## src/rtl/mul_acc_pkg.sv

```systemverilog
// Shared types and default sizing for the multiplier-result accumulator.
package mul_acc_pkg;

    // Frame tracking state: waiting for a first beat, or inside a frame.
    typedef enum logic [0:0] {
        IDLE  = 1'b0,
        ACCUM = 1'b1
    } frame_state_e;

    localparam int DEF_LATENCY = 2;
    localparam int DEF_ACC_W   = 72;
    localparam int DEF_CNT_W   = 16;
    localparam int PRODUCT_W   = 64;

endpackage

```

## src/rtl/valid_delay_line.sv

```systemverilog
// LATENCY-deep shift register carrying {last, valid} alongside the
// multiplier pipeline so that the beat flags line up with its product.
module valid_delay_line #(
    parameter int LATENCY = 2
) (
    input  logic       clk,
    input  logic       rst_n,
    input  logic [1:0] vl_i,
    output logic [1:0] vl_o
);

    logic [LATENCY-1:0][1:0] stage_q;

    // Shift the beat flags one stage per cycle; reset empties the pipe so
    // products in flight at reset release are never treated as beats.
    always_ff @(posedge clk or negedge rst_n) begin
        if (!rst_n) begin
            stage_q <= '0;
        end else begin
            stage_q[0] <= vl_i;
            for (int i = 1; i < LATENCY; i++) begin
                stage_q[i] <= stage_q[i-1];
            end
        end
    end

    assign vl_o = stage_q[LATENCY-1];

endmodule

```

## src/rtl/mul_accumulator.sv

```systemverilog
// Frame accumulator behind the pipelined 32x32 multiplier.
// Sums the 64-bit products of each framed beat sequence and presents the
// frame sum and beat count on a valid/ready output register. Never stalls
// the multiplier; frames that cannot be stored are dropped and flagged.
// Build option: define MUL_ACC_SATURATE_EN to clamp the sum on overflow
// and report it on out_sat; otherwise the sum wraps and out_sat is 0.
module mul_accumulator
    import mul_acc_pkg::*;
#(
    parameter int LATENCY = DEF_LATENCY,
    parameter int ACC_W   = DEF_ACC_W,
    parameter int CNT_W   = DEF_CNT_W
) (
    input  logic                 clk,
    input  logic                 rst_n,
    input  logic                 in_valid,
    input  logic                 in_last,
    input  logic [PRODUCT_W-1:0] r,
    output logic                 out_valid,
    input  logic                 out_ready,
    output logic [ACC_W-1:0]     out_sum,
    output logic [CNT_W-1:0]     out_count,
    output logic                 out_sat,
    output logic                 overrun
);

`ifdef MUL_ACC_SATURATE_EN
    localparam int SUM_W = ACC_W + 1;   // keep the carry to detect overflow
`else
    localparam int SUM_W = ACC_W;       // plain modulo-2^ACC_W addition
`endif

    localparam logic [CNT_W-1:0] CNT_ONE = CNT_W'(1);

    // Beat flags realigned with r.
    logic [1:0]           dl_out_s;
    logic                 p_valid_s;
    logic                 p_last_s;

    // Registered copy of the aligned beat, decoupling r from the adder.
    logic                 cap_valid_q;
    logic                 cap_last_q;
    logic [PRODUCT_W-1:0] cap_r_q;

    // Frame state.
    frame_state_e         state_q, state_d;
    logic [ACC_W-1:0]     acc_q, acc_d;
    logic [CNT_W-1:0]     cnt_q, cnt_d;
    logic                 sat_q, sat_d;
    logic [SUM_W-1:0]     sum_s;
    logic [CNT_W-1:0]     cnt_inc_s;
    logic                 done_s;

    // Output register.
    logic                 out_valid_q, out_valid_d;
    logic [ACC_W-1:0]     out_sum_q, out_sum_d;
    logic [CNT_W-1:0]     out_count_q, out_count_d;
    logic                 out_sat_q, out_sat_d;
    logic                 overrun_q, overrun_d;

    valid_delay_line #(
        .LATENCY (LATENCY)
    ) u_delay (
        .clk   (clk),
        .rst_n (rst_n),
        .vl_i  ({in_valid & in_last, in_valid}),
        .vl_o  (dl_out_s)
    );

    assign p_valid_s = dl_out_s[0];
    assign p_last_s  = dl_out_s[1];

    // Capture the aligned product and its flags; r is only sampled on beats.
    always_ff @(posedge clk or negedge rst_n) begin
        if (!rst_n) begin
            cap_valid_q <= 1'b0;
            cap_last_q  <= 1'b0;
            cap_r_q     <= '0;
        end else begin
            cap_valid_q <= p_valid_s;
            cap_last_q  <= p_valid_s & p_last_s;
            if (p_valid_s) begin
                cap_r_q <= r;
            end
        end
    end

    assign sum_s     = SUM_W'(acc_q) + SUM_W'(cap_r_q);
    assign cnt_inc_s = (&cnt_q) ? cnt_q : cnt_q + CNT_ONE;

    // Frame FSM: start, extend and close frames; completion exposes the
    // updated sum/count through acc_d/cnt_d/sat_d.
    always_comb begin
        state_d = state_q;
        acc_d   = acc_q;
        cnt_d   = cnt_q;
        sat_d   = sat_q;
        done_s  = 1'b0;
        case (state_q)
            IDLE: begin
                if (cap_valid_q) begin
                    acc_d = ACC_W'(cap_r_q);
                    cnt_d = CNT_ONE;
                    sat_d = 1'b0;
                    if (cap_last_q) begin
                        done_s  = 1'b1;
                        state_d = IDLE;
                    end else begin
                        state_d = ACCUM;
                    end
                end else begin
                    state_d = IDLE;
                end
            end
            ACCUM: begin
                if (cap_valid_q) begin
                    cnt_d = cnt_inc_s;
`ifdef MUL_ACC_SATURATE_EN
                    if (sat_q || sum_s[ACC_W]) begin
                        acc_d = '1;
                        sat_d = 1'b1;
                    end else begin
                        acc_d = sum_s[ACC_W-1:0];
                        sat_d = 1'b0;
                    end
`else
                    acc_d = sum_s;
`endif
                    if (cap_last_q) begin
                        done_s  = 1'b1;
                        state_d = IDLE;
                    end else begin
                        state_d = ACCUM;
                    end
                end else begin
                    state_d = ACCUM;
                end
            end
            default: begin
                state_d = IDLE;
            end
        endcase
    end

    // Frame state registers; reset discards any partial frame.
    always_ff @(posedge clk or negedge rst_n) begin
        if (!rst_n) begin
            state_q <= IDLE;
            acc_q   <= '0;
            cnt_q   <= '0;
            sat_q   <= 1'b0;
        end else begin
            state_q <= state_d;
            acc_q   <= acc_d;
            cnt_q   <= cnt_d;
            sat_q   <= sat_d;
        end
    end

    // Output slot: load on completion when empty or draining this edge,
    // otherwise drop the new frame and raise the sticky overrun flag.
    always_comb begin
        out_valid_d = out_valid_q;
        out_sum_d   = out_sum_q;
        out_count_d = out_count_q;
        out_sat_d   = out_sat_q;
        overrun_d   = overrun_q;
        if (done_s) begin
            if (!out_valid_q || out_ready) begin
                out_valid_d = 1'b1;
                out_sum_d   = acc_d;
                out_count_d = cnt_d;
                out_sat_d   = sat_d;
            end else begin
                overrun_d = 1'b1;
            end
        end else if (out_valid_q && out_ready) begin
            out_valid_d = 1'b0;
        end else begin
            out_valid_d = out_valid_q;
        end
    end

    // Output registers.
    always_ff @(posedge clk or negedge rst_n) begin
        if (!rst_n) begin
            out_valid_q <= 1'b0;
            out_sum_q   <= '0;
            out_count_q <= '0;
            out_sat_q   <= 1'b0;
            overrun_q   <= 1'b0;
        end else begin
            out_valid_q <= out_valid_d;
            out_sum_q   <= out_sum_d;
            out_count_q <= out_count_d;
            out_sat_q   <= out_sat_d;
            overrun_q   <= overrun_d;
        end
    end

    assign out_valid = out_valid_q;
    assign out_sum   = out_sum_q;
    assign out_count = out_count_q;
    assign out_sat   = out_sat_q;
    assign overrun   = overrun_q;

endmodule

```

## config.mk

```make
export PLATFORM = sky130hd
export DESIGN_NAME = mul_accumulator
export DESIGN_NICKNAME = d
export VERILOG_FILES = /design/src/rtl/mul_acc_pkg.sv /design/src/rtl/valid_delay_line.sv /design/src/rtl/mul_accumulator.sv
export SDC_FILE = /design/constraint.sdc
export NUM_CORES = 1
export LEC_CHECK = 0
export CAP_MARGIN = 20
export CORE_MARGIN = 4
export CORE_UTILIZATION = 57
export DETAILED_ROUTE_END_ITERATION = 10
export PLACE_DENSITY = 0.84
export SETUP_SLACK_MARGIN = 0.05
export SLEW_MARGIN = 0
export SYNTH_ARGS = -nofsm -noshare
export SYNTH_HDL_FRONTEND = slang
export SYNTH_SLANG_ARGS = --single-unit
```

## constraint.sdc

```tcl
create_clock -name clk -period 3.7 [get_ports clk]
set_input_delay 0.74 -clock clk [delete_from_list [all_inputs] [get_ports clk]]
set_output_delay 0.74 -clock clk [all_outputs]
set_load 0.005 [all_outputs]
```

== Word-level counts from Yosys, hierarchy flattened ==
Index checks and enable logic that the tools add are counted.

* Register bits: 251
* Logic and storage cells: 47

* Add/subtract/negate cells: 2
* Equality and inequality tests: 1
* Muxes and demuxes: 18
* Bitwise gates (word level): 4
* Reductions and logical operators: 8

{| class="wikitable"
|+ Operators by type and width
! operator !! number
|-
| $mux 72 || 2
|-
| $pmux 72 s2 || 1
|-
| $add 72x64->72 || 1
|-
| $mux 16 || 3
|-
| $pmux 16 s2 || 1
|-
| $add 16x1->16 const B || 1
|-
| $reduce_and 16->1 || 1
|-
| $mux 1 || 10
|-
| $reduce_and 2->1 || 3
|-
| $and 1x1->1 || 2
|-
| $ne 2x1->1 const B || 1
|-
| $not 1->1 || 2
|-
| $pmux 1 s2 || 1
|-
| $reduce_bool 2->1 || 1
|-
| $logic_and 1x1->1 || 1
|-
| $logic_not 1->1 || 1
|-
| $logic_or 1x1->1 || 1
|}

== Depth between registers and ports, before layout ==
Gate-level depths: netlist of run 1.

* Depth in word-level cells: 4
* Mapped depth: 13
* Mapped depth without buffers: 13

== Hierarchy ==
A second synthesis of run 1 with hierarchy kept.

* Cell total of the unflattened synthesis: 1548
* Area total of the unflattened synthesis: 14321.2 µm²

{| class="wikitable"
|+ Modules (own cells, without submodules)
! module !! times used !! cells each !! area an instance (µm²) !! sequential area each (µm²)
|-
| mul_accumulator || 1 || 1542 || 14206.1 || 6180.9
|-
| valid_delay_line || 1 || 6 || 115.1 || 100.1
|}

== Least setup slack after synthesis of run 1 ==
No wires, ideal clock.

* Path kind: register -> register
* Start: reg cap_r_q[18]
* End: reg acc_q[67]
* Setup time: 0.124 ns
* Data arrival time: 2.727 ns
* Data required time: 3.576 ns
* Setup slack: 0.849 ns
* Stages on the path, launching flop included: 12
* Clock period less this slack: 2.851 ns
* Cells stage by stage: dfrtp_1 ha_1 buf_2 nand4_2 or3_4 o31ai_4 a21oi_2 and4bb_4 o21bai_2 a21o_1 and3_1 a211o_1

* Word-level cells in the longest chain between the ends: 3

{| class="wikitable"
|+ RTL lines
! what !! RTL line !! RTL
|-
| from (decl) || mul_accumulator.sv:43 || <nowiki>logic [PRODUCT_W-1:0] cap_r_q;</nowiki>
|-
| from (signal assigned) || mul_accumulator.sv:83 || <nowiki>cap_r_q <= r;</nowiki>
|-
| $add 72x64->72 || mul_accumulator.sv:88 || <nowiki>assign sum_s = SUM_W'(acc_q) + SUM_W'(cap_r_q);</nowiki>
|-
| $mux 72 || mul_accumulator.sv:116 || <nowiki>if (cap_valid_q) begin</nowiki>
|-
| $pmux 72 s2 || mul_accumulator.sv:99 || <nowiki>case (state_q)</nowiki>
|-
| net acc_d[67] || mul_accumulator.sv:47 || <nowiki>logic [ACC_W-1:0] acc_q, acc_d;</nowiki>
|-
| to (signal assigned) || mul_accumulator.sv:149 || <nowiki>acc_q <= '0;</nowiki>
|-
| to (signal assigned) || mul_accumulator.sv:154 || <nowiki>acc_q <= acc_d;</nowiki>
|-
| to (decl) || mul_accumulator.sv:47 ||
|}

The timed path passes the listed nets, and every way through them passes these cells.
A chain may end at the register's enable or synchronous reset.

== Worst setup path after layout of run 1 ==
* Start: reg cap_r_q[17]
* End: reg acc_q[70]

The elaborated chain is that of the path after synthesis.

==> results_dict.tcl, run 1 <==
set metrics [dict create \
    status "completed" \
    insertion_delay_ns 0.55 \
    setup_viol 0 \
    rr_worst_depth 11 \
    globalRouteOverflowTotal 0 \
    final.min_clock_period_ns 3.413 \
    final_core_util 0.6936 \
    slew_violations 0 \
    p_leak_nw 7.678 \
    crit_path_end_kind "flip-flop" \
    drc 0 \
    crit_path_end "acc_q[70]" \
    fin_worst_skew_ns 0.009911 \
    die_area_mm2 0.02741 \
    synth_fp_nets 1628 \
    worstSetupPathType "reg2reg" \
    cts_sinks 251 \
    coreArea_mm2 0.02439 \
    grt_pass1_wl_um 59830 \
    async_reset_ff_frac 1.000 \
    max_cap_violations 0 \
    yosysUniqueCellTypes 75 \
    routed_wl_um 36660 \
    grt_usage 0.2685 \
    top_usage_layer "met2" \
    die_w_um 165.6 \
    rsz0062_at_grt "false" \
    critPathLaunch "cap_r_q[17]" \
    syn_avg_cell_area_um2 9.477 \
    yosysTopAreaCell "dfrtp_1" \
    grtUsageMet3 0.03549 \
    syn_area_mm2 0.01415 \
    hold_viol_final 0 \
    drive_gt1_frac 0.1069 \
    ir_worst_vdd_v 0.0005024 \
    fin_crit_sh 0.9225 \
    powerDensity_mw_per_mm2 852.9 \
    fmax_ghz 0.2930 \
    crit_path_start_kind "flip-flop" \
    vias 11860 \
    ctsRootBufferMaster "clkbuf_16" \
    clkTransAtPathRegs_ns 0.06 \
    synth_cells 1493 \
    grt_util_met2 0.4415 \
    htree_levels 1 \
    drt_iter0_drc 924 \
    gp_congestion 0.9851 \
    synth-edff-count 0 \
    diodes 0 \
    yosys_register_bits 251 \
    firstDrtPassIters 8 \
    r2r-start "cap_r_q[17]" \
    io-pin-count 160 \
    holdBufCountCts 0 \
    io_buffers 159 \
    ant_nets 0 \
    numCtsBuffers 27 \
    critPathMaxFanout 6 \
    synthFlopType "dfrtp_1" \
    final.setup.tns_ns 0 \
    netlist.area_leader.share 0.4439 \
    r2r-end "acc_q[70]" \
    nets 1751 \
    cts_tree "built" \
    worstMarginPinSlew_ns 0.8980 \
    hp-class "in2async" \
    grt_pass1_vias 11880 \
    maxSlewHeadroom 0.4013 \
    worst-endpoint-required_ns 4.13 \
    place.detailed.hpwl_um 26450 \
    ys_seq_area_frac 0.4439 \
    yosys_warnings 0 \
    die_h_um 165.6 \
    dp.cells 1911 \
    vias_per_cell 6.045 \
    r2r_setup_slack_ns 0.29 \
    cp.arrival_ns 3.84 \
    grt_max_degree 91 \
    area_delta_synth_final_pct 19.57 \
    grt_antenna_before_repair 0 \
    routedWlPerCell_um 18.70 \
    fill_cells 1884 \
    layout.cells.non_filler 1961 \
    grt_util_met1 0.3740 \
    ys_top_cells_by_area "dfrtp_1, mux2_2, nand2_1" \
    rows 57 \
    max-clock-path-buffers 3 \
    start_util 0.5801 \
]
==> layout make-up <==
class                   count  area [um2]  area share
inverters                  21       78.83    0.004659
clock buffers              37       773.2     0.04570
clock inverters            13       140.1    0.008283
well taps                 324       405.4     0.02396
repair buffers            175        1754      0.1037
flip-flops and latches    251        6290      0.3718
multi-input cells        1140        7477      0.4419
==> per-stage QoR <==
stage | hold slack, ns | power, mW | area [um2] | worst slack, ns
floorplan | 0.3312 | 9.153 | 14150 | 0.8486
global placement | 0.3347 | 11.39 | 15990 | 0.3496
detailed placement | 0.3362 | 11.56 | 15990 | 0.3289
CTS | 0.2042 | 14.41 | 16910 | 0.2911
global route | 0.2251 | 15.52 | 16920 | 0.1160
finish | 0.1696 | 14.43 | 16920 | 0.2868
==> power breakdown <==
group / leakage, nW / internal, mW / total, mW / switching, mW
clock: 0.454 / 1.61 / 2.75 / 1.13
combinational: 4.20 / 3.36 / 7.46 / 4.09
sequential: 3.02 / 3.61 / 4.23 / 0.616
==> state kept, by name (all words and copies together), names as in the netlist, named ones only <==
| register | count |
|---|---|
| cap_valid_q | 1 |
| u_delay.vl_o | 2 |
| cap_last_q | 1 |
| sat_q | 1 |
| acc_q | 72 |
| out_sat | 1 |
| out_valid | 1 |
| out_sum | 72 |
| cnt_q | 16 |
| overrun | 1 |
| u_delay.stage_q | 2 |
| out_count | 16 |
| cap_r_q | 64 |
==> routing by layer <==
metal | share of wire | vias up
met5 | 0 | -
met4 | 0.033 | 0
met3 | 0.060 | 95
met2 | 0.47 | 410
met1 | 0.44 | 5786
li1 | - | 5564
==> cell families after synthesis <==
| group | share of synthesized area |
|---|---|
| and+or+nand+nor | 0.1475 |
| AOI/OAI and AO/OA | 0.1735 |
| buffers and inverters | 0.03006 |
| adders and majority gates | 0.05889 |
| muxes | 0.1041 |
| xor gates and xnor gates | 0.04209 |
| DFF | 0.4439 |
==> cells in the mapped netlist (7+ instances only) <==
cell type,number
and2_1,10
o22ai_1,8
o21ai_0,98
nand4_1,24
buf_1,12
a211oi_1,7
a21o_1,39
ha_1,65
xnor2_1,48
nand3_1,34
a21oi_1,139
xor2_1,20
nand2_1,221
o21bai_1,14
mux2_2,81
o31ai_1,8
o211ai_1,10
a31oi_1,17
clkbuf_1,53
a21boi_0,8
nor2_1,117
mux2i_1,56
nor3_1,10
and3_1,14
inv_1,21
dfrtp_1,251
buf_2,9
==> placed cells by master (no fill, tap or decap), types with 13 or more instances in the layout <==
master and n:
a21o_1 39, a21oi_1 139, a31oi_1 17, and3_1 14
buf_4 13, clkbuf_16 27, clkdlybuf4s50_1 158, dfrtp_1 248
ha_1 65, inv_1 21, mux2_2 81, mux2i_1 56
nand2_1 221, nand3_1 33, nand4_1 24, nor2_1 117
o21ai_0 98, o21bai_1 14, xnor2_1 48, xor2_1 20
==> how the worst min path moves through the flow <==
stage                      endpoint  slack, ns  cells past startpoint                from
global placement    u_delay.vl_o[0]       0.33                      0  u_delay.stage_q[0]
CTS                     cap_r_q[61]       0.20                      1               rst_n
finish                  cap_r_q[59]       0.17                      1               rst_n
global route            cap_r_q[59]       0.23                      1               rst_n
floorplan           u_delay.vl_o[0]       0.33                      0  u_delay.stage_q[0]
detailed placement  u_delay.vl_o[0]       0.34                      0  u_delay.stage_q[0]
==> worst max-delay path, stage by stage, from the launching register on <==
cell and delay, ns:
dfrtp_1 0.40, ha_1 0.44, nand2_1 0.10, o21ai_0 0.30, a41oi_1 0.23, o21ai_0 0.39, o211ai_1 0.24, a21oi_1 0.39
o31ai_4 0.18, nor3_2 0.28, o21ai_0 0.12, a22o_1 0.23
==> timing repair <==
item,4_1_cts,5_1_grt
buffers inserted,0,0
gates resized for setup,0,2
endpoints found under the setup margin,0,2
Note: power is estimated with default switching activity, not from simulation.
==> run 2, diff against run 1 <==
--- a/config.mk
+++ b/config.mk
@@ -9,6 +9,7 @@
 export CORE_MARGIN = 4
 export CORE_UTILIZATION = 57
 export DETAILED_ROUTE_END_ITERATION = 10
+export GPL_TIMING_DRIVEN = 0
 export PLACE_DENSITY = 0.84
 export SETUP_SLACK_MARGIN = 0.05
 export SLEW_MARGIN = 0
==> run 2 against run 1 <==
Critical path depth fell by 1. Combinational power barely moved. Clock skew rose by 0.0056 ns. Worst hold slack got worse by 0.047 ns. Power rose by 1.2%. First-iteration DRC count rose by 26%. Die area did not move. Worst setup slack got worse by 0.18 ns. Non-clock buffer count rose by 67. Design area rose by 1.7%. Sequential cell count did not move. Utilization rose by 1.2 points. Highest routed layer unchanged.
==> results_dict.tcl, run 2 (synthesis gave the netlist of run 1 again) <==
set metrics [dict create \
    maxSlewHeadroom 0.3154 \
    layout.cells.non_filler 2028 \
    fin_crit_sh 0.9714 \
    die_h_um 165.6 \
    gp_congestion 0.9737 \
    drive_gt1_frac 0.1027 \
    vias 12070 \
    area_delta_synth_final_pct 21.57 \
    vias_per_cell 5.951 \
    ant_nets 0 \
    firstDrtPassIters 6 \
    crit_path_end_kind "flip-flop" \
    grt_pass1_vias 11990 \
    grt_max_degree 106 \
    rows 57 \
    start_util 0.5801 \
    die_w_um 165.6 \
    rr_worst_depth 10 \
    rsz0062_at_grt "false" \
    cts_tree "built" \
    final_core_util 0.7052 \
    dp_slack_ns 0.1601 \
    worst-endpoint-required_ns 4.16 \
    status "completed" \
    layout_common_cells "dfrtp_1, nand2_1, clkdlybuf4s50_1" \
    holdWs_ns 0.1227 \
    dp.cells 1978 \
    insertion_delay_ns 0.55 \
    fill_cells 1807 \
    fmax_ghz 0.2782 \
    nets 1818 \
    io_buffers 159 \
    hold_viol_final 0 \
    clkTransAtPathRegs_ns 0.06 \
    globalRouteOverflowTotal 0 \
    numCtsBuffers 27 \
    diodes 0 \
    max-clock-path-buffers 3 \
    place.detailed.hpwl_um 28870 \
    cp.arrival_ns 4.05 \
    drt_iter0_drc 1166 \
    p_total_mw 14.61 \
    fin_ws_ns 0.1059 \
    final.min_clock_period_ns 3.594 \
    powerDensity_mw_per_mm2 849.1 \
    grt_pass1_wl_um 61740 \
    crit_path_start_kind "flip-flop" \
    layout.cells.most_common "dfrtp_1" \
    setup_viol 0 \
    grt_antenna_before_repair 0 \
    io-pin-count 160 \
    routed_wl_um 38750 \
    coreArea_mm2 0.02439 \
    ctsRootBufferMaster "clkbuf_16" \
    max_cap_violations 0 \
    drc 0 \
    grt_usage 0.2813 \
    routedWlPerCell_um 19.11 \
    slew_violations 0 \
    ir_worst_vdd_v 0.0004579 \
    critPathMaxFanout 4 \
    die_area_mm2 0.02741 \
    p_leak_nw 7.782 \
    fin_worst_skew_ns 0.01549 \
    worstSetupPathType "reg2reg" \
    hp-class "in2async" \
    cts_sinks 251 \
    worstMarginPinSlew_ns 1.027 \
    htree_levels 1 \
]
-- run 2: cell types whose count changed in the layout (fill, tap and decap cells not counted), moves of 3 or more --
| cell | before | now |
|---|---|---|
| buf_12 | 3 | 0 |
| clkbuf_1 | 4 | 57 |
| buf_1 | 0 | 12 |
| dfrtp_1 | 248 | 251 |
| buf_2 | 0 | 9 |
| buf_4 | 13 | 1 |
| clkbuf_4 | 0 | 3 |
-- run 2: metrics by stage --
stage	setup TNS, ns	instance area [um2]
2_1_floorplan	0	14150
3_3_place_gp	-2121.57	16150
3_5_place_dp	0	16210
4_1_cts	0	17180
5_1_grt	0	17200
6_report	0	17200
-- run 2: final timing paths --
check                                 from     endpoint  slack (ns)
setup / recovery                cap_r_q[2]  out_sum[63]        0.11
hold / removal                       rst_n  cap_r_q[55]        0.12
setup reg to reg                cap_r_q[2]  out_sum[63]        0.11
hold reg to reg            u_delay.vl_o[0]  cap_valid_q        0.38
max in group asynchronous            rst_n    acc_q[20]        2.32
min in group clk           u_delay.vl_o[0]  cap_valid_q        0.38
-- run 2: cell type report --
| class | instances | area (um2) | area share |
|---|---|---|---|
| clock inverters | 12 | 181.4 | 0.01055 |
| clock buffers | 38 | 787.0 | 0.04575 |
| multi-input cells | 1140 | 7470 | 0.4342 |
| plain buffers | 81 | 346.6 | 0.02015 |
| flip-flops and latches | 251 | 6281 | 0.3651 |
| well taps | 324 | 405.4 | 0.02357 |
| repair buffers | 161 | 1652 | 0.09601 |
| inverters | 21 | 78.83 | 0.004582 |
-- run 2: power breakdown --
group          internal [mW]  leakage (nW)  switching, mW  total [mW]
logic                   3.35          4.28           4.12        7.47
registers               3.61          3.03          0.611        4.22
clock network           1.77         0.478           1.14        2.91
-- run 2: worst max-delay path, cell delays in order, from the launching register on --
cell,delay [ns]
dfrtp_1,0.42
ha_1,0.38
o21ai_0,0.13
o21ai_0,0.41
a21oi_1,0.22
a211oi_1,0.49
o21ai_2,0.23
o21bai_2,0.33
a41oi_1,0.29
o311a_1,0.44
o21ai_0,0.18
-- run 2: per-layer routing --
metal  GRT usage  share of wire  wire, um
met5           0              0         0
met4     0.09074          0.033      1290
met3     0.03748          0.062      2403
met2      0.4633           0.47     18350
met1      0.3887           0.43     16710
-- run 2: repair_timing --
action | CTS | global route
gates resized for setup | 0 | 6
endpoints found under the setup margin | 0 | 10
setup buffers | 0 | 0
hold buffers | 0 | 0
==> variant: new RTL, settings of run 2 <==
Take the reset off `out_sum_q` and load it in a clocked block of its own.
--- a/src/rtl/mul_accumulator.sv
+++ b/src/rtl/mul_accumulator.sv
@@ -185,17 +185,19 @@
     always_ff @(posedge clk or negedge rst_n) begin
         if (!rst_n) begin
             out_valid_q <= 1'b0;
-            out_sum_q   <= '0;
             out_count_q <= '0;
             out_sat_q   <= 1'b0;
             overrun_q   <= 1'b0;
         end else begin
             out_valid_q <= out_valid_d;
-            out_sum_q   <= out_sum_d;
             out_count_q <= out_count_d;
             out_sat_q   <= out_sat_d;
             overrun_q   <= overrun_d;
         end
+    end
+
+    always_ff @(posedge clk) begin
+        out_sum_q <= out_sum_d;
     end
 
     assign out_valid = out_valid_q;
Function: changed (Yosys sat finds a counterexample within 10 cycles, from zero or initial values and one cycle with rst_n low; the reset may be asserted at any time).
==> variant against run 2 <==
Routed wire length down 13%; synthesized area down 5.8%; largest power group unchanged; setup slack better by 0.075 ns; total power is 13% lower; design area shrank 3.8%; sequential cell count unchanged; worst hold slack lost 0.020 ns; synthesized cell count decreased by 17%; global-route usage down 2.7 points.
==> variant: results (changes against run 2) <==
stage;metric;value;unit;change
status;outcome;complete, no violations;;unchanged
logic_synthesis;top post-synthesis cells by count;dfrtp_1 (179), a21oi_1 (138), nor2_1 (93);;was dfrtp_1 (251), nand2_1 (221), a21oi_1 (139)
global_route;met3 Usage GRT;3.34;%;was 3.75%
power_and_ir_drop;total leakage power;7.03;nW;was 7.78 nW
timing;Clock Skews;0.00945;ns;was 0.0155 ns
critical_path;Crit-path slowest cell;fa_1;;was a211oi_1
place;routability cong.;0.921;;was 0.974
logic_synthesis;Post-Syn Nets;1368;;was 1628
logic_synthesis;top cells by area, synth;dfrtp_1 (34%), edfxtp_1 (16%), mux2_2 (6.9%), ha_1 (6.1%), a21oi_1 (5.2%);;was dfrtp_1 (44%), mux2_2 (6.4%), nand2_1 (5.9%), ha_1 (5.7%), a21oi_1 (4.9%)
place;Post-Place Cells;1707;;was 1978
clock_tree;post_cts resized;17;;was 0
critical_path;setup slack, reg-to-reg;0.18;ns;was 0.11 ns
timing;worst-margin pin slew;0.950;ns;was 1.03 ns
logic_synthesis;post-synthesis sequential area ratio;49.8;%;was 44.4%
timing;minimum clock period;3.52;ns;was 3.59 ns
routing;Detail Route met3 WL;1800;um;was 2400 um
routing;met2 WL post-DR;16400;um;was 18400 um
place;pre-CTS setup slack;-0.318;ns;was 0.160 ns
logic_synthesis;EDFF count, synth;72;;was 0
power_and_ir_drop;P_comb;6.06;mW;was 7.47 mW
global_route;total global-route track usage;25.4;%;was 28.1%
critical_path;worst-path maximum fanout;3;;was 4
routing;vias per inst;6.03;;was 5.95
global_route;first-pass GRT wire length;54200;um;was 61700 um
critical_path;worst endpoint data arrival time;3.77;ns;was 4.05 ns
routing;wire length on met1;14500;um;was 16700 um
global_route;vias in the first global route;10600;;was 12000
routing;DRT iter0 DRCs;818;;was 1166
routing;wire per inst;19.2;um;was 19.1 um
power_and_ir_drop;PwrDens;770;nW/um2;was 849 nW/um2
cells_and_area;sequential standard cell area;6640;um2;was 6280 um2
logic_synthesis;Synth Instances;1233;;was 1493
routing;drt first pass iters;5;;was 6
place;DP Area;15400;um2;was 16200 um2
cells_and_area;fin cells;1761;;was 2028
power_and_ir_drop;internal cell power;7.76;mW;was 8.73 mW
global_route;routing usage on met1;34.7;%;was 38.9%
logic_synthesis;post-synthesis async set-or-reset flop share;71.3;%;was 100%
routing;top layer in use;met4;;unchanged
critical_path;crit path from;cap_r_q[0];;was cap_r_q[2]
cells_and_area;Fillers;1567;;was 1807
critical_path;Critical Path Max Stage Delay;0.40;ns;was 0.49 ns
place;DP HPWL;23800;um;was 28900 um
cells_and_area;share of cells above drive strength 1;12.4;%;was 10.3%
clock_tree;setup bufs post-CTS;3;;was 0
critical_path;r2r worst-path depth;15;;was 10
power_and_ir_drop;peak supply drop;0.432;mV;was 0.458 mV
clock_tree;cts bufs inserted;26;;was 27
logic_synthesis;Yosys cell types;67;;was 75
variant: cell types whose count changed after synthesis, moves of 13 or more:
cell	change
o21ai_0	-30
nor2b_1	+20
nand3_1	-13
xnor2_1	-14
edfxtp_1	+72
nand2_1	-138
nor2_1	-24
dfrtp_1	-72
variant: area by class of cell:
class	count	area share, %
sequential	251	40.1
multi-input combinational	908	39.9
timing repair buffer	168	10.3
clock buffer	32	4.51
tap	313	2.37
buffer	58	1.37
clock inverter	16	1.08
inverter	15	0.340
variant: cell families after synthesis:
| logic type | Yosys count | share of synthesized area (%) |
|---|---|---|
| AO/OA/AOI/OAI | 344 | 16.1 |
| AND/OR/NAND/NOR | 304 | 10.9 |
| flip-flops | 251 | 49.8 |
| multiplexers | 133 | 10.8 |
| buffers and inverters | 74 | 2.12 |
| adder cells (fa/ha/maj) | 66 | 6.25 |
| XOR/XNOR | 61 | 4.01 |
